--- config.mk ---
export PLATFORM = sky130hd
export DESIGN_NAME = dsp_mac_pipe
export DESIGN_NICKNAME = d
export VERILOG_FILES = /design/src/rtl/dsp_mac_pkg.sv /design/src/rtl/dsp_preadd_mul.sv /design/src/rtl/dsp_mac_pipe.sv
export SDC_FILE = /design/constraint.sdc
export NUM_CORES = 1
export LEC_CHECK = 0
export CORE_MARGIN = 5
export CORE_UTILIZATION = 45
export DETAILED_ROUTE_END_ITERATION = 8
export PLACE_DENSITY = 0.69
export SYNTH_ARGS = -nofsm -noshare
export SYNTH_HDL_FRONTEND = slang
export SYNTH_HIERARCHICAL = 1
export SYNTH_SLANG_ARGS = --single-unit
--- constraint.sdc ---
create_clock -name clk -period 4.15 [get_ports clk]
set_input_delay 0.415 -clock clk [delete_from_list [all_inputs] [get_ports clk]]
set_output_delay 0.415 -clock clk [all_outputs]
set_load 0.02 [all_outputs]
--- src/rtl/dsp_mac_pkg.sv ---
// Shared types for the pipelined pre-add / multiply / accumulate slice.
package dsp_mac_pkg;

  typedef enum logic [1:0] {
    MODE_ADD  = 2'b00,  // (A+D)*B
    MODE_SUB  = 2'b01,  // (A-D)*B
    MODE_ADDC = 2'b10,  // (A+D)*B + C
    MODE_ACC  = 2'b11   // ACC + (A+D)*B
  } mode_e;

  // Result width: full product (2*DW+1) plus accumulator guard bits.
  function automatic int pw_f(input int dw, input int gw);
    return 2 * dw + 1 + gw;
  endfunction

  // Control payload travelling with every beat. The parameter-dependent
  // fields (c, data) ride next to it as plain vectors in each stage.
  typedef struct packed {
    logic  vld;
    mode_e mode;
    logic  acc_clr;
  } stage_ctl_t;

endpackage

--- src/rtl/dsp_preadd_mul.sv ---
// Operand capture, pre-adder (S1) and multiplier (S2) of the MAC pipe.
// All registers advance together on i_en so a stall freezes the front end.
module dsp_preadd_mul
  import dsp_mac_pkg::*;
#(
  parameter int DW = 8
) (
  input  logic                 clk,
  input  logic                 rst,
  input  logic                 i_en,
  input  logic                 i_vld,
  input  logic [1:0]           i_mode,
  input  logic                 i_acc_clr,
  input  logic signed [DW-1:0] i_a,
  input  logic signed [DW-1:0] i_b,
  input  logic signed [DW-1:0] i_c,
  input  logic signed [DW-1:0] i_d,
  output stage_ctl_t           o_ctl,
  output logic signed [DW-1:0] o_c,
  output logic signed [2*DW:0] o_prod
);

  stage_ctl_t            r_in_ctl, r_s1_ctl, r_s2_ctl;
  logic signed [DW-1:0]  r_in_a, r_in_b, r_in_c, r_in_d;
  logic signed [DW-1:0]  r_s1_b, r_s1_c, r_s2_c;
  logic signed [DW:0]    r_s1_pre;
  logic signed [2*DW:0]  r_s2_prod;

  logic signed [DW:0]    w_a_ext, w_d_ext, w_pre;
  logic signed [2*DW:0]  w_pre_ext, w_b_ext, w_prod;

  // One extra bit on the pre-adder keeps A+-D exact (e.g. -128-127).
  assign w_a_ext = {r_in_a[DW-1], r_in_a};
  assign w_d_ext = {r_in_d[DW-1], r_in_d};
  assign w_pre   = (r_in_ctl.mode == MODE_SUB) ? (w_a_ext - w_d_ext) : (w_a_ext + w_d_ext);

  // Both factors widened to the product width so the multiply is exact.
  assign w_pre_ext = {{DW{r_s1_pre[DW]}}, r_s1_pre};
  assign w_b_ext   = {{(DW+1){r_s1_b[DW-1]}}, r_s1_b};
  assign w_prod    = w_pre_ext * w_b_ext;

  // Operand capture, pre-add and multiply registers, all gated by the pipe enable.
  always_ff @(posedge clk or negedge rst) begin
    if (!rst) begin
      r_in_ctl  <= '0;
      r_in_a    <= '0;
      r_in_b    <= '0;
      r_in_c    <= '0;
      r_in_d    <= '0;
      r_s1_ctl  <= '0;
      r_s1_pre  <= '0;
      r_s1_b    <= '0;
      r_s1_c    <= '0;
      r_s2_ctl  <= '0;
      r_s2_prod <= '0;
      r_s2_c    <= '0;
    end else if (i_en) begin
      r_in_ctl  <= '{vld: i_vld, mode: mode_e'(i_mode), acc_clr: i_acc_clr};
      r_in_a    <= i_a;
      r_in_b    <= i_b;
      r_in_c    <= i_c;
      r_in_d    <= i_d;
      r_s1_ctl  <= r_in_ctl;
      r_s1_pre  <= w_pre;
      r_s1_b    <= r_in_b;
      r_s1_c    <= r_in_c;
      r_s2_ctl  <= r_s1_ctl;
      r_s2_prod <= w_prod;
      r_s2_c    <= r_s1_c;
    end
  end

  assign o_ctl  = r_s2_ctl;
  assign o_c    = r_s2_c;
  assign o_prod = r_s2_prod;

endmodule

--- src/rtl/dsp_mac_pipe.sv ---
// Pipelined signed pre-add / multiply / post-add-or-accumulate slice with
// pattern detect, overflow flag and valid/ready flow control.
// Optional build macro DSP_MAC_SAT_EN: clamp result and ACC on overflow
// instead of wrapping.
module dsp_mac_pipe
  import dsp_mac_pkg::*;
#(
  parameter int DW = 8,
  parameter int GW = 4
) (
  input  logic                             clk,
  input  logic                             rst,
  input  logic                             s_valid,
  output logic                             s_ready,
  input  logic signed [DW-1:0]             a,
  input  logic signed [DW-1:0]             b,
  input  logic signed [DW-1:0]             c,
  input  logic signed [DW-1:0]             d,
  input  logic [1:0]                       mode,
  input  logic                             acc_clr,
  output logic                             m_valid,
  input  logic                             m_ready,
  output logic signed [pw_f(DW, GW)-1:0]   m_tdata,
  output logic                             pat_det,
  output logic                             overflow
);

  localparam int PW = pw_f(DW, GW);
  localparam int QW = 2 * DW + 1;

  logic                 w_en;
  stage_ctl_t           w_s2_ctl;
  logic signed [DW-1:0] w_s2_c;
  logic signed [QW-1:0] w_s2_prod;
  logic signed [PW-1:0] w_c_pw, w_res;
  logic signed [PW:0]   w_prod_ext, w_c_ext, w_acc_ext, w_sum;
  logic                 w_ovf, w_pat;
  logic signed [PW-1:0] r_acc;

  // Single global enable: the whole pipe moves unless the output is blocked.
  assign w_en    = !m_valid || m_ready;
  assign s_ready = w_en;

  dsp_preadd_mul #(.DW(DW)) u_front (
    .clk       (clk),
    .rst       (rst),
    .i_en      (w_en),
    .i_vld     (s_valid),
    .i_mode    (mode),
    .i_acc_clr (acc_clr),
    .i_a       (a),
    .i_b       (b),
    .i_c       (c),
    .i_d       (d),
    .o_ctl     (w_s2_ctl),
    .o_c       (w_s2_c),
    .o_prod    (w_s2_prod)
  );

  // Everything is summed one bit wider than the result so overflow is exact.
  assign w_c_pw     = {{(PW-DW){w_s2_c[DW-1]}}, w_s2_c};
  assign w_c_ext    = {w_c_pw[PW-1], w_c_pw};
  assign w_prod_ext = {{(PW+1-QW){w_s2_prod[QW-1]}}, w_s2_prod};
  assign w_acc_ext  = w_s2_ctl.acc_clr ? '0 : {r_acc[PW-1], r_acc};

  // S3 post-adder: plain product, product plus C, or accumulate.
  always_comb begin
    w_sum = w_prod_ext;
    case (w_s2_ctl.mode)
      MODE_ADDC: w_sum = w_prod_ext + w_c_ext;
      MODE_ACC:  w_sum = w_acc_ext + w_prod_ext;
      default:   w_sum = w_prod_ext;
    endcase
  end

  assign w_ovf = w_sum[PW] ^ w_sum[PW-1];

`ifdef DSP_MAC_SAT_EN
  assign w_res = !w_ovf ? w_sum[PW-1:0] :
                 (w_sum[PW] ? {1'b1, {(PW-1){1'b0}}} : {1'b0, {(PW-1){1'b1}}});
`else
  assign w_res = w_sum[PW-1:0];
`endif

  assign w_pat = (w_s2_ctl.mode == MODE_ADDC) ? (w_res == '0) : (w_res == w_c_pw);

  // Output register and accumulator; ACC is both read and written here, so
  // back-to-back accumulate beats chain without a bubble.
  always_ff @(posedge clk or negedge rst) begin
    if (!rst) begin
      m_valid  <= 1'b0;
      m_tdata  <= '0;
      pat_det  <= 1'b0;
      overflow <= 1'b0;
      r_acc    <= '0;
    end else if (w_en) begin
      m_valid <= w_s2_ctl.vld;
      if (w_s2_ctl.vld) begin
        m_tdata  <= w_res;
        pat_det  <= w_pat;
        overflow <= w_ovf;
        if (w_s2_ctl.mode == MODE_ACC) r_acc <= w_res;
      end
    end
  end

endmodule

# == Yosys cells after proc, flatten, opt, wreduce, memory -nomap -nowiden ==
# Index checks and enable logic that the tools add are counted.
# totals
regBits,139
inputBits,39
output_inout_bits,25
# classes
add_sub_neg,4
n_mul,1
eq_ne,4
n_mux,4
bitwise,1
n_reduce_logical,5
# op_table
cell,count
one-hot mux 22 bit (2 select lines),1
adder 22 x 17 -> 22 bit,1
2-to-1 mux 22 bit,1
== test 21 x 8 -> 1 bit,1
zero test 21 bit,1
adder 17 x 8 -> 18 bit,1
multiplier 9 x 8 -> 17 bit,1
adder 8 x 8 -> 9 bit,1
2-to-1 mux 9 bit,1
subtractor 8 x 8 -> 9 bit,1
"== test 2 bit, second input constant",2
AND reduction 3 bit,1
"== test 2 x 1 -> 1 bit, second input constant",1
AND reduction 2 bit,1
zero test 1 bit,1
logical OR 1 bit,1
2-to-1 mux 1 bit,1
XOR 1 bit,1

# == Longest topological paths before layout ==
# Gate-level depths: netlist of the first run.
# depth
word_depth,5
mapped_depth,18
depth_no_buf,17

# == Hierarchy ==
# The synthesis of the first run kept the hierarchy.
# modules_own_cells
module,instances,cells_each,area_per_inst_um2
dsp_preadd_mul,1,596,6700.2
dsp_mac_pipe,1,546,4406.7

# == Worst setup path after synthesis of the first run ==
# OpenSTA, ideal clock, no wires.
# synth_timing
path_kind,register to register
startpoint,register u_front.r_s1_b[2]
endpoint,"register u_front.r_s2_prod[16], in the netlist u_front/o_prod[16]"
setup_ns,0.125
arrival_ns,4.130
t_required_ns,4.025
slack_ns,-0.105
stages_incl_launch_ff,18
synth_period_minus_slack_ns,4.255
path_cell_list,dfrtp_1 -> clkbuf_1 -> nand2_1 -> inv_1 -> fa_1 -> inv_1 -> fa_1 -> inv_1 -> fa_1 -> inv_1 -> fa_1 -> inv_1 -> ha_1 -> a21oi_1 -> nor3b_1 -> a21oi_1 -> xnor2_1 -> mux2_2
# synth_via
elab_chain_len,1
# synth_lines
item,line_no,source
"start, declared",dsp_preadd_mul.sv:25,"logic signed [DW-1:0] r_s1_b, r_s1_c, r_s2_c;"
"start signal, assigned",dsp_preadd_mul.sv:65,r_s1_b <= r_in_b;
multiplier 9 x 8 -> 17 bit,dsp_preadd_mul.sv:40,assign w_prod = w_pre_ext * w_b_ext;
"end signal, assigned",dsp_preadd_mul.sv:68,r_s2_prod <= w_prod;
"end, declared",dsp_preadd_mul.sv:27,logic signed [2*DW:0] r_s2_prod;
# No other way between the ends.
# A chain may end at the register's enable or synchronous reset.

# == Worst setup path after layout of the first run ==
# layout_timing
startpoint,register u_front.r_s1_b[4]
endpoint,"register u_front.r_s2_prod[14], in the netlist u_front/o_prod[14]"
# The elaborated chain is that of the path after synthesis.

==> impl_metrics.ini, run 1 <==
[grt]
grt_max_degree = 83
grtUsageTotal_pct = 18.4
grt_pass1_wl_um = 42800
antenna_found_initial = 0
grt_overflow_total = 0
grt_pass1_vias = 8666

[floorplan]
ios = 64
start_util_pct = 45.7
die_y_um = 167
core.rowCount = 57
die_area_um2 = 27900
fp.dieW_um = 167
core_area_um2 = 24300

[route]
drt_iter0_drc = 447
vias_per_cell = 5.27
vias = 8388
ant_nets = 0
routed_wl_um = 25300
firstDrtPassIters = 6
dr_wl_met3_um = 824
met2WireLength_um = 12300
routed.top_layer = met4
wirelength_met1_um = 11900
drcViolationCount = 0
wl_per_cell_um = 15.9

[finish]
regArea_um2 = 3500
layout-drive-gt1-share_pct = 22.1
final_cell_mix = dfrtp_1, nand2_1, inv_1
final_core_util_pct = 55.0
design_area_um2 = 13400
area_growth_syn_to_layout_pct = 20.4
insertedDiodeCount = 0
final_common_cell = dfrtp_1
nFillCells = 2161
fin_nets = 1435
multiInputGateArea_um2 = 7280

[placed_design]
dpl_cell_area_um2 = 12400
port_buffers = 63
hpwl_um = 19000
place.gp.congestion = 0.898
pre_cts_ws_ps = -223

[timing]
rsz0062_at_grt = yes
worst_slack_ps = 11.0
max_freq_ghz = 0.242
slew_headroom_pct = 47.2
finalClockSkew_ps = 15.8
post-route-period-util_pct = 99.7
fin_crit_ps = 4140
worst_slew_pin_slew_ps = 792
tns_ps = 0
finalSetupViolations = 0
hold_violations = 0
slew_viol_final = 0

[synth]
synth-seq-cells = 139
synth_top_family_by_area = adder cells
ys.flop_type = dfrtp_1
syn_inst = 1142
synthesis.area_um2 = 11100
synthMuxAreaShare_pct = 9.83
seq_area_frac_synth_pct = 31.3
synth_compound_area_share_pct = 13.0
yosysWarnings = 6
synthAdderAreaFrac_pct = 20.3
synth-xor-area-share_pct = 4.42
synth_top_area_share_pct = 31.3
synthArstFlopShare_pct = 100
syn_avg_cell_area_um2 = 9.73
synthTopCellsByArea = dfrtp_1, fa_1, ha_1
synth_edf_count = 0
synth_area_leader_cell = dfrtp_1
synth-simple-area-share_pct = 15.1
synth_nets = 1323
yosysUniqueCellTypes = 82

[cts]
hold_buffers = 0
cts_max_level = 4
cts_tree = built
clkLatencyLatePin_ps = 420
cts_sinks = 139
clk_pin_slew_ps = 70
cts_buffers = 17
cts_buffer_depth = 2
cts_root_buf = clkbuf_16

[worst_setup_path]
rr_worst_depth = 14
r2r-start = u_front/r_s1_b[4]$_DFFE_PN0P_
reg2reg_slack_ps = 10
critPathCaptureType = flip-flop
path_max_fanout = 8
crit_arrival_ps = 4440
required_ps = 4450
critPathKind = flip-flop to flip-flop
startpoint_type = flip-flop
rr_endpoint = u_front/o_prod[14]$_DFFE_PN0P_

[flow_run]
cap_violations = 0

[status]
status = finished, final reports clean

[worst_hold_path]
hold_class = input port to async pin
==> what timing repair did <==
item                                    in CTS  in global routing
resized for setup                           28                 52
hold endpoints to repair                     0                  0
buffers inserted                             1                  4
pin swaps                                   26                 46
endpoints found under the setup margin       8                  7
==> through the flow <==
stage	hold WS (ps)	std cells
2_1_floorplan	119	1142
3_3_place_gp	456	1554
3_5_place_dp	463	1554
4_1_cts	90.1	1587
5_1_grt	132	1591
6_report	68.1	1591
==> how the worst max path moves through the flow <==
stage | from | depth (start not counted) | to | slack [ps]
global placement | u_front/r_s1_b[6]$_DFFE_PN0P_ | 14 | u_front/o_prod[16]$_DFFE_PN0P_ | -150
detailed placement | u_front/r_s1_b[6]$_DFFE_PN0P_ | 14 | u_front/o_prod[13]$_DFFE_PN0P_ | -220
floorplan | u_front/r_s1_b[6]$_DFFE_PN0P_ | 14 | u_front/o_prod[13]$_DFFE_PN0P_ | -7
global route | u_front/r_s1_b[2]$_DFFE_PN0P_ | 15 | u_front/o_prod[14]$_DFFE_PN0P_ | -150
finish | u_front/r_s1_b[4]$_DFFE_PN0P_ | 14 | u_front/o_prod[14]$_DFFE_PN0P_ | 10
CTS | u_front/r_s1_pre[5]$_DFFE_PN0P_ | 15 | u_front/o_prod[16]$_DFFE_PN0P_ | -50
==> kinds of logic after synthesis <==
group / Yosys count
buffers and inverters: 157
multiplexers: 98
XOR/XNOR: 56
flip-flops: 139
adder cells (fa/ha/maj): 142
AND/OR/NAND/NOR: 331
AO/OA/AOI/OAI: 219
==> synth_stat cells, drive strengths merged, types with 3 or more instances <==
cell type and number:
a211oi 10, a21boi 3, a21o 12, a21oi 48, a221oi 5, a31o 3
a31oi 9, and2 51, and3 8, and4 3, buf 14, clkbuf 26
dfrtp 139, fa 64, ha 78, inv 116, mux2 86, mux2i 12
nand2 119, nand2b 13, nand3 14, nand3b 3, nand4 12, nor2 45
nor2b 30, nor3 11, nor3b 4, o2111ai 4, o211ai 10, o21a 6
o21ai 75, o21bai 4, o221ai 4, o22ai 4, or2 5, or3 7
xnor2 33, xor2 23
==> sequential cells by signal, indices dropped and copies added (netlist names) <==
name,count
u_front/r_in_b,8
m_valid,1
u_front/r_in_ctl,4
u_front/r_s1_b,8
u_front/r_s1_ctl,4
u_front/r_in_c,8
u_front/r_in_d,8
u_front/o_ctl,4
u_front/r_s1_c,8
u_front/r_in_a,8
u_front/r_s1_pre,9
pat_det,1
u_front/o_c,8
u_front/o_prod,17
overflow,1
r_acc,21
m_tdata,21
==> critical path, cell delays in order (launching register included) <==
cell,delay (ps)
dfrtp_2,470
and2_4,190
fa_1,540
inv_1,60
fa_1,580
fa_1,460
fa_1,560
inv_2,50
ha_4,170
a21oi_4,160
nand2_2,80
o2111ai_4,220
nand2_2,80
xor2_1,150
mux2_4,260
==> metal layers <==
| metal | vias up | track usage, % |
|---|---|---|
| met1 | 4089 | 25.3 |
| li1 | 4139 | - |
| met3 | 17 | 2.73 |
| met2 | 143 | 31.0 |
| met4 | 0 | 3.91 |
| met5 | - | 0 |
==> final cells by class <==
class | instances | share of cell area (%)
inverter | 117 | 3.29
multi-input combinational | 846 | 54.4
timing repair buffer | 133 | 8.71
sequential | 139 | 26.1
clock inverter | 13 | 1.17
tap | 324 | 3.03
clock buffer | 19 | 3.24
Power of run 1 is not shown: default switching activity piles up to over one toggle a cycle in this logic, so the estimate is an artifact.
==> run 2, diff against run 1 <==
--- a/config.mk
+++ b/config.mk
@@ -8,8 +8,8 @@
 export CORE_MARGIN = 5
 export CORE_UTILIZATION = 45
 export DETAILED_ROUTE_END_ITERATION = 8
+export HOLD_SLACK_MARGIN = 0.06
 export PLACE_DENSITY = 0.69
 export SYNTH_ARGS = -nofsm -noshare
 export SYNTH_HDL_FRONTEND = slang
-export SYNTH_HIERARCHICAL = 1
 export SYNTH_SLANG_ARGS = --single-unit
==> run 2 against run 1 <==
Net effect:
- global-route usage up 0.89 points
- the run now ends with negative setup slack left
- cell count up 10%
- core utilization down 0.56 points
- synthesized area up 0.38%
- highest routed layer unchanged
- critical path type unchanged
- worst hold slack better by 400 ps
- cell area down 0.73%
- wire length up 4.4%
- synthesized cell count up 15%
- first-iteration DRC count up 5.8%
==> impl_metrics.ini, run 2 <==
[grt]
antenna_found_initial = 0
grtUsageTotal_pct = 19.3
grt_overflow_total = 0
grt_pass1_wl_um = 45000
grt_pass1_vias = 9215
grt_max_degree = 88

[synth]
synth-seq-cells = 139
yosysWarnings = 0
synthesis.area_um2 = 11100
synth_top_area_share_pct = 31.2
seq_area_frac_synth_pct = 31.2
ys.flop_type = dfrtp_1
synth_edf_count = 0
syn_inst = 1313
synth_nets = 1494
yosysUniqueCellTypes = 85
synthArstFlopShare_pct = 100
netlist_top_cells_count = nand2_1, dfrtp_1, inv_1
synth_area_leader_cell = dfrtp_1
yosysMostFrequentCell = nand2_1
synthTopCellsByArea = dfrtp_1, fa_1, nand2_1
syn_avg_cell_area_um2 = 8.49

[worst_setup_path]
path_max_fanout = 8
critPathKind = flip-flop to flip-flop
startpoint = u_front.r_s1_b[4]$_DFFE_PN0N_
critPathCaptureType = flip-flop
rr_worst_depth = 19
r2r-start = u_front.r_s1_b[4]$_DFFE_PN0N_
reg2reg_slack_ps = -310
rr_endpoint = u_front.o_prod[15]$_DFFE_PN0N_
crit_arrival_ps = 4730
startpoint_type = flip-flop
required_ps = 4430

[finish]
layout-drive-gt1-share_pct = 13.6
area_growth_syn_to_layout_pct = 19.1
design_area_um2 = 13300
final_common_cell = nand2_1
insertedDiodeCount = 0
final_cell_mix = nand2_1, dfrtp_1, inv_1
final_core_util_pct = 54.4
nFillCells = 2286
fin_nets = 1594

[route]
routed_wl_um = 26400
ant_nets = 0
vias_per_cell = 5.21
drt_iter0_drc = 473
firstDrtPassIters = 5
wl_per_cell_um = 15.1
drcViolationCount = 0
vias = 9121

[cts]
clk_pin_slew_ps = 60
cts_tree = built
cts_buffer_depth = 2
cts_max_level = 4
clkLatencyLatePin_ps = 440
cts_sinks = 139
cts_buffers = 17
cts_root_buf = clkbuf_16

[timing]
slew_headroom_pct = 44.6
slew_viol_final = 0
finalClockSkew_ps = 22.7
worst_slew_pin_slew_ps = 831
worst_slack_ps = -308
hold_violations = 0
rsz0062_at_grt = yes
tns_ps = -654
finalSetupViolations = 4
fin_crit_ps = 4460
post-route-period-util_pct = 107
max_freq_ghz = 0.224

[worst_hold_path]
holdPathEnd = u_front.r_s1_c[5]$_DFFE_PN0N_
hold_class = flip-flop to flip-flop
min_from = u_front.r_s1_c[5]$_DFFE_PN0N_
min_path_cells = 2

[placed_design]
place.gp.congestion = 0.908
port_buffers = 63
dpl_cell_area_um2 = 12500
pre_cts_ws_ps = -345
hpwl_um = 20200

[flow_run]
cap_violations = 0

[floorplan]
fp.dieW_um = 167
start_util_pct = 45.7
core_area_um2 = 24400
core.rowCount = 57
die_area_um2 = 28000
die_y_um = 167
ios = 64

[status]
violations = negative setup slack
status = complete, but fails checks
[run 2: cell count changes in the layout (fill, tap and decap cells not counted), moves of 5 or more]
cell | before | now
nand2_1 | 113 | 304
mux2_2 | 81 | 2
nor2_1 | 41 | 64
a21oi_1 | 39 | 56
xor2_1 | 23 | 11
nand4_1 | 11 | 5
o31ai_1 | 1 | 7
a31oi_1 | 9 | 4
ha_4 | 12 | 7
xnor2_1 | 33 | 38
[run 2: per-stage QoR]
stage | cells | hold slack [ps]
6_report | 1750 | 467
5_1_grt | 1750 | 487
4_1_cts | 1749 | 468
3_5_place_dp | 1709 | 453
3_3_place_gp | 1709 | 449
2_1_floorplan | 1313 | 119
[run 2: cell type report]
class	count	area, um2	share of cell area, %
clock inverter	12	128	0.961
sequential	139	3490	26.3
clock buffer	20	457	3.44
inverter	121	460	3.47
timing repair buffer	131	1140	8.62
multi-input combinational	1003	7190	54.2
tap	324	405	3.05
[run 2: logic make-up after synthesis]
logic type,Yosys count,share of synthesized area (%)
AOI/OAI and AO/OA,263,15.5
xor gates and xnor gates,49,3.85
adders and majority gates,142,20.2
buffers and inverters,171,6.24
DFF,139,31.2
muxes,10,0.920
and+or+nand+nor,539,22.0
[run 2: metal layers]
| layer | GRT usage (%) | part of all wire [%] | vias up |
|---|---|---|---|
| met2 | 32.7 | 48 | 155 |
| li1 | - | - | 4589 |
| met5 | 0 | 0 | - |
| met4 | 4.30 | 1.3 | 0 |
| met1 | 26.5 | 47 | 4352 |
| met3 | 2.45 | 3.1 | 25 |
[run 2: how the worst max path moves through the flow]
stage                     slack, ps                        endpoint  cells past startpoint
after CTS                      -270  u_front.o_prod[15]$_DFFE_PN0N_                     20
after floorplan                 -20  u_front.o_prod[15]$_DFFE_PN0N_                     21
after global routing           -520  u_front.o_prod[15]$_DFFE_PN0N_                     19
after global placement         -260  u_front.o_prod[14]$_DFFE_PN0N_                     20
after detailed placement       -350  u_front.o_prod[15]$_DFFE_PN0N_                     20
final                          -310  u_front.o_prod[15]$_DFFE_PN0N_                     19
[run 2: what timing repair did]
action	4_1_cts	5_1_grt
setup buffers	7	1
resized for setup	20	15
endpoints found under the setup margin	5	7
hold endpoints to repair	5	0
hold buffers	1	0
pin swaps	12	6
[run 2: worst max-delay path: stages (launching register included)]
cell      delay, ps
dfrtp_2         450
nand2_2          80
fa_1            530
inv_1            50
ha_1            330
ha_4            270
inv_1            40
fa_1            530
inv_1            60
ha_1            270
a21o_1          210
a21oi_4         150
o21ai_2          80
a21oi_2         160
nand2b_4        150
a21boi_2         50
o31a_1          310
o41ai_2         330
xnor2_1         170
o21ai_1          90
Power of run 2 is left out for the same reason.
==> run 3, diff against run 2 <==
--- a/config.mk
+++ b/config.mk
@@ -5,6 +5,7 @@
 export SDC_FILE = /design/constraint.sdc
 export NUM_CORES = 1
 export LEC_CHECK = 0
+export CAP_MARGIN = 20
 export CORE_MARGIN = 5
 export CORE_UTILIZATION = 45
 export DETAILED_ROUTE_END_ITERATION = 8
==> results of run 3 <==
Same layout as run 2: the final DEF is identical, and so are final timing and power.
Power of run 3 is left out for the same reason.
